===== config.mk =====
export PLATFORM = sky130hd
export DESIGN_NAME = life_timer_ctrl
export DESIGN_NICKNAME = d
export VERILOG_FILES = /design/src/rtl/life_timer_ctrl.sv
export SDC_FILE = /design/constraint.sdc
export NUM_CORES = 1
export LEC_CHECK = 0
export CAP_MARGIN = 30
export CORE_AREA = 2 2 67 69
export DETAILED_ROUTE_END_ITERATION = 16
export DIE_AREA = 0 0 69 71
export PLACE_DENSITY = 0.8
export SYNTH_ARGS = -nofsm -noshare
export SYNTH_HDL_FRONTEND = slang
export SYNTH_SLANG_ARGS = --single-unit

===== constraint.sdc =====
create_clock -name Clk -period 5.63 [get_ports Clk]
set_clock_uncertainty 0.1 [all_clocks]
set_input_delay 0.8445 -clock Clk [delete_from_list [all_inputs] [get_ports Clk]]
set_output_delay 0.8445 -clock Clk [all_outputs]
set_load 0.01 [all_outputs]

===== src/rtl/life_timer_ctrl.sv =====
// Play sequencer for the ON phase: lives, level countdown, death/respawn and
// end-of-level time bonus, advanced by per-frame ticks.
module life_timer_ctrl #(
    parameter int unsigned LIVES_INIT      = 3,
    parameter int unsigned TIME_INIT       = 400,
    parameter int unsigned FRAMES_PER_TICK = 24,
    parameter int unsigned DEATH_FRAMES    = 120
) (
    input  logic       Clk,
    input  logic       Reset,
    input  logic       frame_tick,
    input  logic       active,
    input  logic       hit,
    input  logic       fell,
    input  logic       level_done,
    output logic [3:0] lives,
    output logic [9:0] time_left,
    output logic       dying,
    output logic       respawn,
    output logic       bonus_tick,
    output logic       level_clear,
    output logic       initGameOver
);

    localparam int unsigned FW = (FRAMES_PER_TICK > 1) ? $clog2(FRAMES_PER_TICK) : 1;
    localparam int unsigned DW = (DEATH_FRAMES > 1) ? $clog2(DEATH_FRAMES) : 1;

    localparam logic [3:0]    LIVES_RST  = 4'(LIVES_INIT);
    localparam logic [9:0]    TIME_RST   = 10'(TIME_INIT);
    localparam logic [FW-1:0] FRAME_LAST = FW'(FRAMES_PER_TICK - 1);
    localparam logic [DW-1:0] DEATH_LAST = DW'(DEATH_FRAMES - 1);

    typedef enum logic [2:0] {
        S_IDLE,
        S_PLAY,
        S_DYING,
        S_RESPAWN,
        S_OVER,
        S_DONE
    } state_e;

    state_e        state_q, state_d;
    logic [3:0]    lives_q, lives_d;
    logic [9:0]    time_q, time_d;
    logic [FW-1:0] frame_q, frame_d;
    logic [DW-1:0] death_q, death_d;
    logic          dying_q, dying_d;
    logic          respawn_q, respawn_d;
    logic          bonus_q, bonus_d;
    logic          clear_q, clear_d;
    logic          over_q, over_d;

    always_ff @(posedge Clk) begin
        if (Reset) begin
            state_q   <= S_IDLE;
            lives_q   <= LIVES_RST;
            time_q    <= TIME_RST;
            frame_q   <= '0;
            death_q   <= '0;
            dying_q   <= 1'b0;
            respawn_q <= 1'b0;
            bonus_q   <= 1'b0;
            clear_q   <= 1'b0;
            over_q    <= 1'b0;
        end else begin
            state_q   <= state_d;
            lives_q   <= lives_d;
            time_q    <= time_d;
            frame_q   <= frame_d;
            death_q   <= death_d;
            dying_q   <= dying_d;
            respawn_q <= respawn_d;
            bonus_q   <= bonus_d;
            clear_q   <= clear_d;
            over_q    <= over_d;
        end
    end

    always_comb begin
        state_d = state_q;
        lives_d = lives_q;
        time_d  = time_q;
        frame_d = frame_q;
        death_d = death_q;
        unique case (state_q)
            S_IDLE: begin
                if (active) begin
                    state_d = S_PLAY;
                    time_d  = TIME_RST;
                    frame_d = '0;
                end
            end
            S_PLAY: begin
                // Death outranks level_done and swallows a coincident frame_tick.
                if (active) begin
                    if (hit || fell || (time_q == '0)) begin
                        state_d = S_DYING;
                        lives_d = (lives_q == '0) ? '0 : lives_q - 4'd1;
                        death_d = '0;
                    end else if (level_done) begin
                        state_d = S_DONE;
                    end else if (frame_tick) begin
                        if (frame_q == FRAME_LAST) begin
                            frame_d = '0;
                            time_d  = time_q - 10'd1;
                        end else begin
                            frame_d = frame_q + FW'(1);
                        end
                    end
                end
            end
            S_DYING: begin
                if (frame_tick) begin
                    if (death_q == DEATH_LAST) begin
                        if (lives_q == '0) begin
                            state_d = S_OVER;
                        end else begin
                            state_d = S_RESPAWN;
                            time_d  = TIME_RST;
                            frame_d = '0;
                        end
                    end else begin
                        death_d = death_q + DW'(1);
                    end
                end
            end
            S_RESPAWN: begin
                state_d = S_PLAY;
                time_d  = TIME_RST;
                frame_d = '0;
            end
            S_OVER: begin
                state_d = S_OVER;
            end
            S_DONE: begin
                if (frame_tick && (time_q != '0)) begin
                    time_d = time_q - 10'd1;
                end
            end
            default: begin
                state_d = S_IDLE;
            end
        endcase
    end

    // Flags are decoded from next state so they are valid the cycle a state is entered.
    always_comb begin
        dying_d   = (state_d == S_DYING);
        respawn_d = (state_d == S_RESPAWN);
        over_d    = (state_d == S_OVER);
        clear_d   = (state_d == S_DONE) && (time_d == '0);
        bonus_d   = (state_q == S_DONE) && frame_tick && (time_q != '0);
    end

    assign lives        = lives_q;
    assign time_left    = time_q;
    assign dying        = dying_q;
    assign respawn      = respawn_q;
    assign bonus_tick   = bonus_q;
    assign level_clear  = clear_q;
    assign initGameOver = over_q;

endmodule

==> key figures, run 1 <==
Placement
  – Placed cell count: approximately 330
  – HPWL after DPL: between 3 and 4 mm
  – Count of input and output buffers: 25
  – RD Place Congestion: 0.9452

Finish
  – Area taken by multi-input logic gates: roughly 1300 um2
  – Layout cells sized above 1: approximately 7%
  – Area growth syn-to-layout: 18.07%
  – Commonest non-fill, non-tap cell in the layout: dfxtp_1
  – Non-Filler Instances: 333
  – Storage cell area: between 600 and 700 um2
  – Commonest non-fill, non-tap cells in the layout: dfxtp_1 (34), nor2_1 (33), clkdlybuf4s50_1 (25)
  – Final Net Count: 290
  – # diodes: 0
  – Fillers: 396

Outcome
  – Status: finished clean

Synthesis
  – Yosys reg bits: 34
  – Ys Warns: 0
  – Yosys cell types: 61
  – Syn Area/Cell: 7.837 um2
  – Syn_nets: 268
  – Register area share after synthesis: 33.66%
  – Top_reg_cell synth: dfxtp_1
  – Synth async-reset ratio: 0%
  – Post-synth EDFFs: 0
  – Mapped Cells: around 260
  – Mapped cell area: 2022 um2

GRT
  – GR peak layer: met2
  – Total Routing Usage GR: between 20% and 30%
  – First-pass GRT wire length: between 9 and 10 mm
  – Congestion Overflow GR: 0
  – Met1 Track Usage GR: 31.81%
  – Largest net degree at the start of global routing: 21
  – Antenna violations before repair: 0
  – GRT met3 Usage: under 10%
  – Number of global-route vias before repair: 1942
  – Global-route met2 utilization: between 30% and 40%

Timing
  – Final count of hold timing violations: 0
  – Unrepaired setup endpoints after global routing: no
  – Worst Tran Pin Value: ~0.9 ns
  – Tmin final: 3.590 ns
  – Final TNS setup: 0 ns
  – Rel. slew slack: between 30% and 40%
  – Worst hold slack: 0.3872 ns
  – Tcrit/Tclk final: 63.77%
  – Final setup viols: 0
  – Max Slew Vio Count: 0
  – FMAX: around 280 MHz

Clock network
  – Root Buffer: clkbuf_8
  – Post-CTS Hold Buffers: 0
  – Reg clk slew, reported paths: ~0.080 ns
  – CTS sink count: 34
  – CTS H-tree lvls: 2
  – Num CTS Buffers: 5
  – Post-CTS sizing: 0
  – Max Root-Sink Buffers: 2
  – Clk Latency, worst-skew pair: roughly 0.3 ns
  – Post-CTS Setup Inserts: 0
  – CTS tree: done

Min path
  – Depth of the worst hold-timing path: 2
  – HP Class: flop to flop

Route
  – Drt drc: 0
  – Antenna-violating nets left: 0
  – Aggregate routed wire length: between 5 and 6 mm
  – DR WL/cell: 16.10 um
  – Via count: approximately 2100
  – Drt pass-1 iters: 5
  – Initial DRC count: between 200 and 250
  – Vias per cell: between 6 and 7

Critical path
  – Worst Path Arrival: around 3.7 ns
  – Startpoint Class: input pin
  – Worst r2r path cells: 7
  – Crit Path Class: input pin to flop
  – CP endpoint kind: flop
  – Crit path required time: roughly 5.7 ns
  – Worst-path fanout max: 8

Floorplan
  – Chip width: just under 70 um
  – Starting Density: roughly 48%
  – Num ports: 26
  – Die Y: slightly above 70 um
  – Num rows: 24
  – Core area: 4204 um2
  – Die area: about 4900 um2

Power and ir drop
  – Pwr dens: approximately 220 nW/um2
  – Peak VDD IR: 0.1117 mV
  – Leak Pwr: 0.8015 nW

Job
  – Max-cap viol count: 0
## cells by family (layout without fill, tap and decap cells)
group,count (synthesis),in the layout,synth area share [%]
compound gates,70,70,23.70
flops,34,34,33.66
buf+inv,19,42,3.898
simple gates,126,126,34.22
xor+xnor,5,5,2.166
mux,1,1,0.4951
fa+ha+maj,3,3,1.857
## per-layer routing
layer / routed length [um] / up-vias
li1: - / 1001
met1: 2420 / 964
met2: 2321 / 118
met3: 495 / 20
met4: 124 / 0
met5: 0 / -
## worst max-delay path: stages
cell and delay, ns:
clkdlybuf4s50_1 0.69, nand3_1 0.18, o31ai_1 0.75, o21ai_0 0.38
a221oi_1 0.46, o2111ai_1 0.17, nor4_1 0.23
## report_power, final
group	switching (mW)	internal (mW)
Clock	0.0949	0.0983
Combinational	0.0470	0.0308
Sequential	0.0107	0.245
## sequential cells by signal (all words and copies together), names as in the netlist
register	flops
frame_q	5
bonus_tick	1
initGameOver	1
lives	4
level_clear	1
death_q	7
dying	1
time_left	10
state_q	3
respawn	1
## final timing paths
check	to	slack, ns	from
setup / recovery	level_clear	2.04	frame_tick
hold / removal	death_q[1]	0.39	death_q[1]
setup reg to reg	level_clear	2.61	death_q[0]
hold reg to reg	death_q[1]	0.39	death_q[1]
## final cells by class
type / instances / share of cell area (%)
Sequential cell: 34 / 28.51
Timing Repair Buffer: 25 / 10.48
Tap cell: 52 / 2.725
Multi-Input combinational cell: 205 / 52.88
Clock inverter: 2 / 0.5241
Inverter: 9 / 1.415
Clock buffer: 6 / 3.459
## synth_stat cells, types with 2 or more instances
master	count	area share (%)
nor4_1	8	2.5
dfxtp_1	34	34
o211ai_1	2	0.74
nor2_1	33	6.1
o21a_1	2	0.74
or4b_1	2	0.99
nor3_1	9	2.2
a211oi_1	6	2.2
nand4b_1	3	1.3
a21oi_1	15	3.7
a221oi_1	2	0.87
or4_1	3	1.1
o21ai_0	21	5.2
and2_1	4	1.2
or3_1	2	0.62
nand3_1	11	2.7
nand2b_1	5	1.5
nand4_1	4	1.2
o211a_1	2	0.99
and3_1	2	0.62
a21o_1	2	0.74
xor2_1	5	2.2
nor3b_1	3	1.1
clkbuf_1	5	0.93
or2_2	3	0.93
or3_2	2	0.74
inv_1	9	1.7
nor2b_1	2	0.62
buf_2	2	0.50
nand2_1	21	3.9
o2111ai_1	2	0.87
ha_1	3	1.9
## stage by stage
stage | cell area, um2 | setup WS [ns] | total power, mW | utilization (%)
after floorplan | 2022 | 2.899 | 0.3108 | -
after global placement | 2292 | 2.045 | 0.3350 | 54.52
after detailed placement | 2292 | 1.963 | 0.3362 | 54.52
after CTS | 2387 | 2.144 | 0.5280 | 56.79
after global routing | 2387 | 1.933 | 0.5485 | 56.79
final | 2387 | 2.040 | 0.5267 | 56.79
No activity file was read; power rests on OpenSTA's default activity.
==> inputs of run 2 (changes only) <==
- PLACE_DENSITY: 0.8 -> 0.82
- clock period: 5.63 -> 3.1 ns (I/O delays scaled with it)
==> run 2 against run 1 <==
Net effect: die area stayed put; sequential share of layout area is 1.3 points lower; cell count is 2.7% higher; register-to-register slack worse by 2.4 ns; via count is 0.48% lower; clock-buffer cell count is 1 lower; critical endpoint unchanged; hold slack better by 0.0059 ns; clock power grew to 2.6 times the previous value.
==> key figures, run 2 (synthesized netlist as in run 1, its figures left out) <==
Timing
  – Worst hold slack: between 0.3 and 0.4 ns
  – Final TNS setup: 0 ns
  – Rel. slew slack: a little over half
  – FMAX: 346.6 MHz
  – Final count of hold timing violations: 0
  – Worst Tran Pin Value: around 0.7 ns
  – Max Slew Vio Count: 0
  – Tmin final: between 2 and 3 ns
  – Unrepaired setup endpoints after global routing: no
  – Tcrit/Tclk final: about 93%
  – Final setup viols: 0

Floorplan
  – Die area: around 4900 um2
  – Die Y: between 70 and 80 um
  – Num rows: 24
  – Core area: about 4200 um2
  – Chip width: between 60 and 70 um
  – Starting Density: approximately 48%
  – Num ports: 26

Finish
  – Finished Cell Area: 2497 um2
  – Layout cells sized above 1: between 10% and 20%
  – Final Net Count: 299
  – Commonest non-fill, non-tap cells in the layout: dfxtp_1 (34), nor2_1 (33), clkdlybuf4s50_1 (25)
  – Number of flip-flops in the largest register: 10
  – Commonest non-fill, non-tap cell in the layout: dfxtp_1
  – Fillers: around 400
  – Area growth syn-to-layout: 23.52%
  – Non-Filler Instances: around 340
  – # diodes: 0

Route
  – Drt drc: 0
  – Antenna-violating nets left: 0
  – Via count: 2093
  – DR WL/cell: ~16 um
  – Vias per cell: 6.120
  – Drt pass-1 iters: 5
  – Aggregate routed wire length: approximately 5.4 mm
  – Initial DRC count: about 190

Critical path
  – WP buf/inv: 1
  – CP top delay family: simple AND/OR/NAND/NOR gates
  – Worst Path Arrival: 2.98 ns
  – Slowest stage delay, CP: roughly 0.63 ns
  – CP endpoint kind: flop
  – Critical-path top delay cell: or4b_1
  – Crit Path Class: flop to flop
  – Crit path required time: approximately 3.2 ns
  – Worst-path fanout max: 9
  – Crit-path cells: inv_1, ha_1, or4b_1, o31ai_4, nor2_1, a211oi_1, o2111ai_1, nor4_1
  – Startpoint Class: flop

Clock network
  – Post-CTS sizing: 0
  – Num CTS Buffers: 5
  – Post-CTS Hold Buffers: 0
  – CTS sink count: 34
  – Max Root-Sink Buffers: 2
  – CTS tree: done
  – Post-CTS Setup Inserts: 0
  – Root Buffer: clkbuf_8
  – CTS H-tree lvls: 2
  – Reg clk slew, reported paths: roughly 0.08 ns
  – Clk Latency, worst-skew pair: slightly below 0.3 ns

Job
  – Max-cap viol count: 0

Power and ir drop
  – Pwr Total: between 1 and 1.5 mW
  – Clock share of power: approximately 45%
  – Sw frac: 25.30%
  – Leak Pwr: slightly below 0.9 nW
  – Pwr dens: around 440 nW/um2
  – Internal: slightly above 800 uW
  – Seq pwr share: between 40% and 50%
  – Sw Pwr: between 200 and 300 uW
  – Gate power share: between 10% and 20%
  – Peak VDD IR: 0.2348 mV

GRT
  – Total Routing Usage GR: approximately 23%
  – Largest net degree at the start of global routing: 20
  – Congestion Overflow GR: 0
  – First-pass GRT wire length: 9.045 mm
  – Number of global-route vias before repair: between 1500 and 2000
  – Antenna violations before repair: 0

Min path
  – HP Class: flop to flop

Outcome
  – Status: finished clean

Placement
  – HPWL after DPL: just under 4 mm
  – Count of input and output buffers: 25
  – RD Place Congestion: a little over 0.9
  – Placed cell count: ~330
  – Post-placement cell area: approximately 2400 um2
[run 2: per-layer routing]
layer	wire, um	global-route usage (%)
met5	0	0
met4	59	6.536
met3	391	5.413
met2	2480	35.79
met1	2517	30.95
[run 2: tightest hold or removal path, cell delays in order (launching register included)]
cell	delay, ns
dfxtp_1	0.33
nand2_1	0.06
a21oi_1	0.05
[run 2: through the flow]
stage	worst slack, ns	utilization, %
floorplan	0.4987	-
global placement	0.2491	56.13
detailed placement	0.2158	56.13
CTS	0.2821	59.40
global route	0.05741	59.40
finish	0.2147	59.40
[run 2: worst paths after layout]
kind / to / slack [ns] / startpoint / cells after the start
min reg2reg: death_q[1] / 0.39 / death_q[1] / 2
max reg2reg: level_clear / 0.21 / time_left[0] / 8
min: death_q[1] / 0.39 / death_q[1] / 2
max: level_clear / 0.21 / time_left[0] / 8
[run 2: power by group through the flow]
| stage | Combinational [mW] | Sequential (mW) | Clock (mW) |
|---|---|---|---|
| floorplan | 0.0968 | 0.468 | 0 |
| global placement | 0.146 | 0.472 | 0 |
| detailed placement | 0.147 | 0.473 | 0 |
| CTS | 0.148 | 0.463 | 0.504 |
| global route | 0.164 | 0.465 | 0.523 |
| finish | 0.151 | 0.463 | 0.497 |
[run 2: layout make-up]
type	instances	area, um2	area share [%]
clock buffer	5	68.82	2.756
clock inverter	3	68.82	2.756
inverter	9	33.78	1.353
multi-input combinational	205	1262	50.55
sequential	34	680.7	27.25
tap	52	65.06	2.605
timing repair buffer	34	317.8	12.73
